[config.mk]
export PLATFORM = sky130hd
export DESIGN_NAME = mult_div_unit
export DESIGN_NICKNAME = d
export VERILOG_FILES = /design/src/rtl/mult_div_unit.sv
export SDC_FILE = /design/constraint.sdc
export NUM_CORES = 1
export LEC_CHECK = 0
export BUFFER_PORTS_ARGS = -buffer_cell sky130_fd_sc_hd__buf_2
export CORE_MARGIN = 4
export CORE_UTILIZATION = 58
export CTS_CLUSTER_SIZE = 12
export DETAILED_ROUTE_END_ITERATION = 8
export GPL_TIMING_DRIVEN = 0
export HOLD_SLACK_MARGIN = 0.15
export PLACE_DENSITY = 0.77
export SYNTH_ARGS = -nofsm -noshare
export SYNTH_HDL_FRONTEND = slang
export SYNTH_SLANG_ARGS = --single-unit
[constraint.sdc]
create_clock -name clk -period 13.9 [get_ports clk]
set_input_delay 2.78 -clock clk [delete_from_list [all_inputs] [get_ports clk]]
set_output_delay 2.78 -clock clk [all_outputs]
set_load 0.05 [all_outputs]
[src/rtl/mult_div_unit.sv]
// Iterative HI/LO multiply/divide unit for the MIPS datapath.
// 32 cycles per MULT/MULTU/DIV/DIVU; HI/LO also written by MTHI/MTLO.
module mult_div_unit #(
  parameter int WIDTH = 32
) (
  input  logic             clk,
  input  logic             reset,
  input  logic             start,
  input  logic [1:0]       op,
  input  logic [WIDTH-1:0] rs_data,
  input  logic [WIDTH-1:0] rt_data,
  input  logic             mthi,
  input  logic             mtlo,
  output logic [WIDTH-1:0] hi,
  output logic [WIDTH-1:0] lo,
  output logic             busy,
  output logic             done
);

  localparam int W  = WIDTH;
  localparam int CW = $clog2(W);

  typedef enum logic [1:0] {IDLE, RUN, DONE} state_t;

  state_t state, state_nxt;

  logic [CW-1:0]  cnt;
  logic [2*W-1:0] acc, acc_nxt;
  logic [W-1:0]   b_q;
  logic           div_q, sa_q, neg_q, dz_q;

  logic           sgn, sa, sb;
  logic [W-1:0]   a_mag, b_mag;
  logic [W:0]     sum;
  logic [W+1:0]   trial;
  logic [2*W-1:0] prod;
  logic [W-1:0]   quo, rem;
  logic           last;

  assign busy = (state == RUN);
  assign done = (state == DONE);
  assign last = (cnt == CW'(W - 1));

  assign sgn   = ~op[0];
  assign sa    = sgn & rs_data[W-1];
  assign sb    = sgn & rt_data[W-1];
  assign a_mag = sa ? -rs_data : rs_data;
  assign b_mag = sb ? -rt_data : rt_data;

  always_ff @(posedge clk or posedge reset) begin
    if (reset) state <= IDLE;
    else       state <= state_nxt;
  end

  always_comb begin
    state_nxt = state;
    unique case (state)
      IDLE:    if (start) state_nxt = RUN;
      RUN:     if (last)  state_nxt = DONE;
      DONE:    state_nxt = IDLE;
      default: state_nxt = IDLE;
    endcase
  end

  // acc holds {rem, quo} for divide and {partial, multiplier} for multiply
  always_comb begin
    sum   = {1'b0, acc[2*W-1:W]} + {1'b0, b_q};
    trial = {1'b0, acc[2*W-1:W-1]} - {2'b0, b_q};
    if (div_q)
      acc_nxt = trial[W+1] ? {acc[2*W-2:0], 1'b0}
                           : {trial[W-1:0], acc[W-2:0], 1'b1};
    else
      acc_nxt = acc[0] ? {sum, acc[W-1:1]}
                       : {1'b0, acc[2*W-1:1]};
  end

  // divide by zero keeps an all-ones quotient regardless of dividend sign
  always_comb begin
    prod = neg_q ? -acc_nxt : acc_nxt;
    quo  = (neg_q && !dz_q) ? -acc_nxt[W-1:0] : acc_nxt[W-1:0];
    rem  = sa_q ? -acc_nxt[2*W-1:W] : acc_nxt[2*W-1:W];
  end

  always_ff @(posedge clk or posedge reset) begin
    if (reset) begin
      cnt   <= '0;
      acc   <= '0;
      b_q   <= '0;
      div_q <= 1'b0;
      sa_q  <= 1'b0;
      neg_q <= 1'b0;
      dz_q  <= 1'b0;
      hi    <= '0;
      lo    <= '0;
    end else if (state == IDLE) begin
      if (start) begin
        cnt   <= '0;
        acc   <= {{W{1'b0}}, a_mag};
        b_q   <= b_mag;
        div_q <= op[1];
        sa_q  <= sa;
        neg_q <= sa ^ sb;
        dz_q  <= (rt_data == '0);
      end else begin
        if (mthi) hi <= rs_data;
        if (mtlo) lo <= rs_data;
      end
    end else if (state == RUN) begin
      acc <= acc_nxt;
      cnt <= cnt + 1'b1;
      if (last) begin
        if (div_q) begin
          hi <= rem;
          lo <= quo;
        end else begin
          hi <= prod[2*W-1:W];
          lo <= prod[W-1:0];
        end
      end
    end
  end

endmodule

==> After elaboration in Yosys (flattened, before gate mapping) <==
Cells that the tools add are included.
{ "classes": {"n_reduce_logical": 11, "add_sub_neg": 8, "n_eq_ne": 8, "bitwise_logic": 4, "muxes": 29} }
{ "ops": {"columns": ["op", "count"], "rows": [
  ["$mux 32", 16],
  ["$mux 64", 7],
  ["$neg 32->32", 4],
  ["$neg 64->64", 1],
  ["$sub 33x32->34", 1],
  ["$add 32x32->33", 1],
  ["$logic_not 32->1", 1],
  ["$mux 5", 3],
  ["$ne 2x2->1 const B", 4],
  ["$reduce_and 4->1", 2],
  ["$reduce_and 2->1", 3],
  ["$add 5x1->5 const B", 1],
  ["$eq 5x5->1 const B", 1],
  ["$mux 2", 2],
  ["$pmux 2 s2", 1],
  ["$reduce_bool 2->1", 2],
  ["$and 1x1->1", 2],
  ["$eq 2x1->1 const B", 1],
  ["$eq 2x2->1 const B", 1],
  ["$logic_not 2->1", 1],
  ["$ne 2x1->1 const B", 1],
  ["$logic_and 1x1->1", 1],
  ["$logic_not 1->1", 1],
  ["$not 1->1", 1],
  ["$xor 1x1->1", 1]
]} }
{ "word_totals": {"reg_bits": 171, "input_bits": 71, "word_cells": 70} }

==> Depth between registers and ports, before layout <==
{ "depth": {"ltp_word": 9, "depth_mapped": 21} }

==> Worst setup path before layout <==
OpenSTA, ideal clock, no wires.
{ "synth_path": {"kind": "input -> register", "startpoint": "input rs_data[8]", "endpoint": "register acc[28]", "path_buffers": 0, "arrival_time_ns": 5.333, "path_slack_ns": 8.433, "stages": 12, "required_time_ns": 13.767, "cell_sequence": "or3_1 -> nor3_1 -> nand2_1 -> nor3_1 -> nor3b_1 -> nand2_1 -> or3_1 -> nor4_1 -> a21oi_1 -> xor2_1 -> a22oi_1 -> o21ai_0"} }
{ "synth_via": {"elab_chain_len": 4} }
{ "synth_lines": {"columns": ["item", "line", "rtl"], "rows": [
  ["start: declaration", "10", "input logic [WIDTH-1:0] rs_data,"],
  ["$neg 32->32", "47", "assign a_mag = sa ? -rs_data : rs_data;"],
  ["$mux 32", "47", null],
  ["$mux 64", "96", "if (start) begin"],
  ["$mux 64", "95", "end else if (state == IDLE) begin"],
  ["end signal: assignment", "98", "acc <= {{W{1'b0}}, a_mag};"],
  ["end signal: assignment", "109", "acc <= acc_nxt;"],
  ["end: declaration", "28", "logic [2*W-1:0] acc, acc_nxt;"]
]} }
No other way between the ends. The select of a mux whose other input is x is not followed.
A chain may end at the register's enable or synchronous reset.

==> Final worst setup path <==
{ "layout_path": {"startpoint": "register acc[57]", "endpoint": "register lo[26]"} }
{ "layout_via": {"elab_chain_len": 9} }
{ "layout_lines": {"columns": ["item", "line", "rtl"], "rows": [
  ["$sub 33x32->34 (*)", "68", "trial = {1'b0, acc[2*W-1:W-1]} - {2'b0, b_q};"],
  ["$mux 64 (*)", "70", "acc_nxt = trial[W+1] ? {acc[2*W-2:0], 1'b0}"],
  ["$mux 64 (*)", "69", "if (div_q)"],
  ["$neg 64->64 or $neg 32->32 (tied branches)", "79, 80", null],
  ["$mux 64 or $mux 32 (tied branches)", "79, 80", null],
  ["$mux 32 (*)", "112", "if (div_q) begin"],
  ["$mux 32 (*)", "111", "if (last) begin"],
  ["$mux 32 (*)", "108", "end else if (state == RUN) begin"],
  ["$mux 32 (*)", "95", null],
  ["end signal: assignment", "106", "if (mtlo) lo <= rs_data;"],
  ["end signal: assignment", "114", "lo <= quo;"],
  ["end signal: assignment", "117", "lo <= prod[W-1:0];"],
  ["end: declaration", "15", "output logic [WIDTH-1:0] lo,"]
]} }
Mark *: on every way between the ends. The rest lies on a longest branch, timed or not. The select of a mux whose other input is x is not followed.

==> results.md <==
* Via count at 18300
* Synth Instances at around 2000
* Post-CTS Resized at 0
* Die ar. at around 30000 um2
* # fillers at between 2000 and 2500
* Hold buffer count at CTS at 0
* First-pass GRT wire length at ~100000 um
* WP data required at 14.27 ns
* WHS at 0.475 ns
* Post-synth EDFFs at 0
* Synth Register Bits at around 170
* Fmax at between 150 and 200 MHz
* Synthesis Warnings at 0
* Total Wirelength at between 60000 and 70000 um
* Synth area leaders: dfrtp_1 27%, o21ai_0 7.2%, nand2_1 6.0%, a21oi_1 5.6%, ha_1 5.6%
* Port buffer count at about 140
* Final TNS setup at 0 ns
* Ports at 137
* Crit path launch: acc[57]$_DFFE_PP0P_
* Routed Antenna Nets at 0
* Largest net degree at the start of global routing at 98
* Share of post-route cells with drive strength above 1 at 0.112
* Core area at about 27000 um2
* Min-delay src: lo[31]$_DFFE_PP0P_
* Global Route Usage Sum at 0.435
* Period minus WS final at between 6 and 7 ns
* Reg-to-Reg Start: acc[57]$_DFFE_PP0P_
* Top Metal Used: met5
* Clock Path Buffers at 2
* Diodes inserted at 0
* Area Overhead vs Synth at 11.2%
* Flop2flop setup slack at 7.61 ns
* Syn Area/Cell at 7.65 um2
* Max-slew headroom at 0.0382
* Clk_skew at approximately 0.021 ns
* Root Buffer: clkbuf_16
* Worst Hold End: lo[31]$_DFFE_PP0P_
* Initial antenna violation count at 4
* Count leader, synth: nand2_1
* R2r endpoint: lo[26]$_DFFE_PP0P_
* Gpl congestion at about 1.1
* Multi-input logic area at around 11000 um2
* Syn_nets at 2202
* Clock Pin Slew Worst Setup and Hold Paths at about 0.070 ns
* Post-synthesis cell area at 15700 um2
* DIE WIDTH at ~170 um
* GRT overflow at 0
* Startpoint types: register
* Max-slew violation count at 0
* H-tree levels at 4
* Met2 wire length at ~27000 um
* Final #Nets at ~2400
* Die Ht at between 150 and 200 um
* Share of the synthesized area in the top cell type at 0.272
* Crit Path Class: reg2reg
* Final Hold Viols at 0
* Crit Path Max Fanout at 10
* Hold Path Cell Cnt at 2
* Via-per-instance ratio at about 7.1
* Outcome: complete, no violations
* Sequential share of the synthesized area at 0.272
* Max Cap Viol at 0
* Remaining DRCs at 0
* Worst Setup End Kind: register
* Async S/R FF share, synth at 1.00
* Clk Latency, worst-skew pair at around 0.46 ns
* Inserted Clock Buffers at 17
* RSZ-0062 raised after global routing: no
* 1st-pass router iterations at 6
* Post-synth top cells: 251 x nand2_1, 225 x o21ai_0, 176 x a21oi_1, 171 x dfrtp_1, 139 x nor2_1
* Iteration-0 DRC Markers at between 2000 and 3000
* Slew @ Worst Pin at 1.41 ns
* Yosys top cell by area: dfrtp_1
* Clock tree sinks at ~170
* CTS tree: built
* Reg2Reg Depth at 17
* Cell variety after synth at between 90 and 100
* Initial core utilization at 0.587
* HPWL Detailed at approximately 53000 um
* Top_reg_cell synth: dfrtp_1
* Vias in the first global route at 16700
* Placement row count at 60
* Wl on met1 at 27300 um
* Final Cycle Share at 0.453
* Sequential Area at approximately 4300 um2
* DR WL met3 at ~12000 um
* WL per Instance at around 27 um
* Worst min path class: reg2reg
* # setup viols final at 0
* Setup bufs post-CTS at 0
* Critical Path AT at 6.66 ns
[registers in the layout (all words and copies together), names as in the netlist]
| name | flops |
|---|---|
| b_q | 32 |
| hi | 32 |
| cnt | 5 |
| acc | 64 |
| state | 2 |
| dz_q | 1 |
| div_q | 1 |
| sa_q | 1 |
| neg_q | 1 |
| lo | 32 |
[area by class of cell]
| type | count | area share |
|---|---|---|
| multi-input cells | 1682 | 0.608 |
| flip-flops and latches | 171 | 0.245 |
| repair buffers | 137 | 0.0405 |
| plain buffers | 134 | 0.0313 |
| clock buffers | 18 | 0.0251 |
| well taps | 341 | 0.0244 |
| inverters | 72 | 0.0159 |
| clock inverters | 14 | 0.0100 |
[worst max-delay path by stage]
stage	depth (start not counted)	slack [ns]	end
2_1_floorplan	1	6.49	acc[0]$_DFFE_PP0P_
3_3_place_gp	2	4.68	b_q[6]$_DFFE_PP0P_
3_5_place_dp	13	7.63	acc[28]$_DFFE_PP0P_
4_1_cts	13	8.06	acc[28]$_DFFE_PP0P_
5_1_grt	17	7.60	lo[26]$_DFFE_PP0P_
6_report	17	7.61	lo[26]$_DFFE_PP0P_
[worst max-delay path: stages, from the launching register on]
cell	delay, ns
dfrtp_1	0.48
ha_1	0.42
a21oi_1	0.31
o21ai_1	0.18
a2111oi_2	0.55
o21a_1	0.45
clkbuf_1	0.59
a31o_2	0.36
ha_1	0.26
nand4_1	0.32
or2_0	0.32
clkbuf_1	0.31
nor3_1	0.39
o21ai_0	0.17
xor2_1	0.17
o21ai_0	0.45
o21ai_0	0.28
o21ai_0	0.20
[cell families (layout without fill, tap and decap cells)]
| group | Yosys count | in the layout | synth area share |
|---|---|---|---|
| AOI/OAI and AO/OA | 719 | 719 | 0.292 |
| xor gates and xnor gates | 153 | 153 | 0.0851 |
| adders and majority gates | 72 | 72 | 0.0582 |
| buffers and inverters | 206 | 375 | 0.0520 |
| DFF | 171 | 171 | 0.272 |
| muxes | 44 | 44 | 0.0295 |
| and+or+nand+nor | 694 | 694 | 0.212 |
[metal layers]
| layer | vias up | global-route usage |
|---|---|---|
| li1 | 7839 | - |
| met1 | 8707 | 0.612 |
| met2 | 1529 | 0.616 |
| met3 | 231 | 0.188 |
| met4 | 10 | 0.113 |
| met5 | - | 0 |
[layout by cell type, fill, tap and decap left out, drive strengths merged, types with 73 or more instances in the layout]
master and instances:
a21oi 177, buf 162, clkbuf 127, dfrtp 171
inv 77, nand2 252, nand3 73, nor2 139
o21ai 239, xnor2 96
[stage by stage]
step                cell area (um2)  utilization  std cells  setup slack, ns
global route                  17500        0.653       2569             7.60
detailed placement            16900        0.630       2537             7.63
floorplan                     15700            -       2059             6.49
finish                        17500        0.653       2569             7.61
global placement              16800        0.629       2536             4.68
CTS                           17500        0.653       2569             8.06
Power is not shown: default switching activity piles up to over one toggle a cycle in this logic, so the estimate is an artifact.
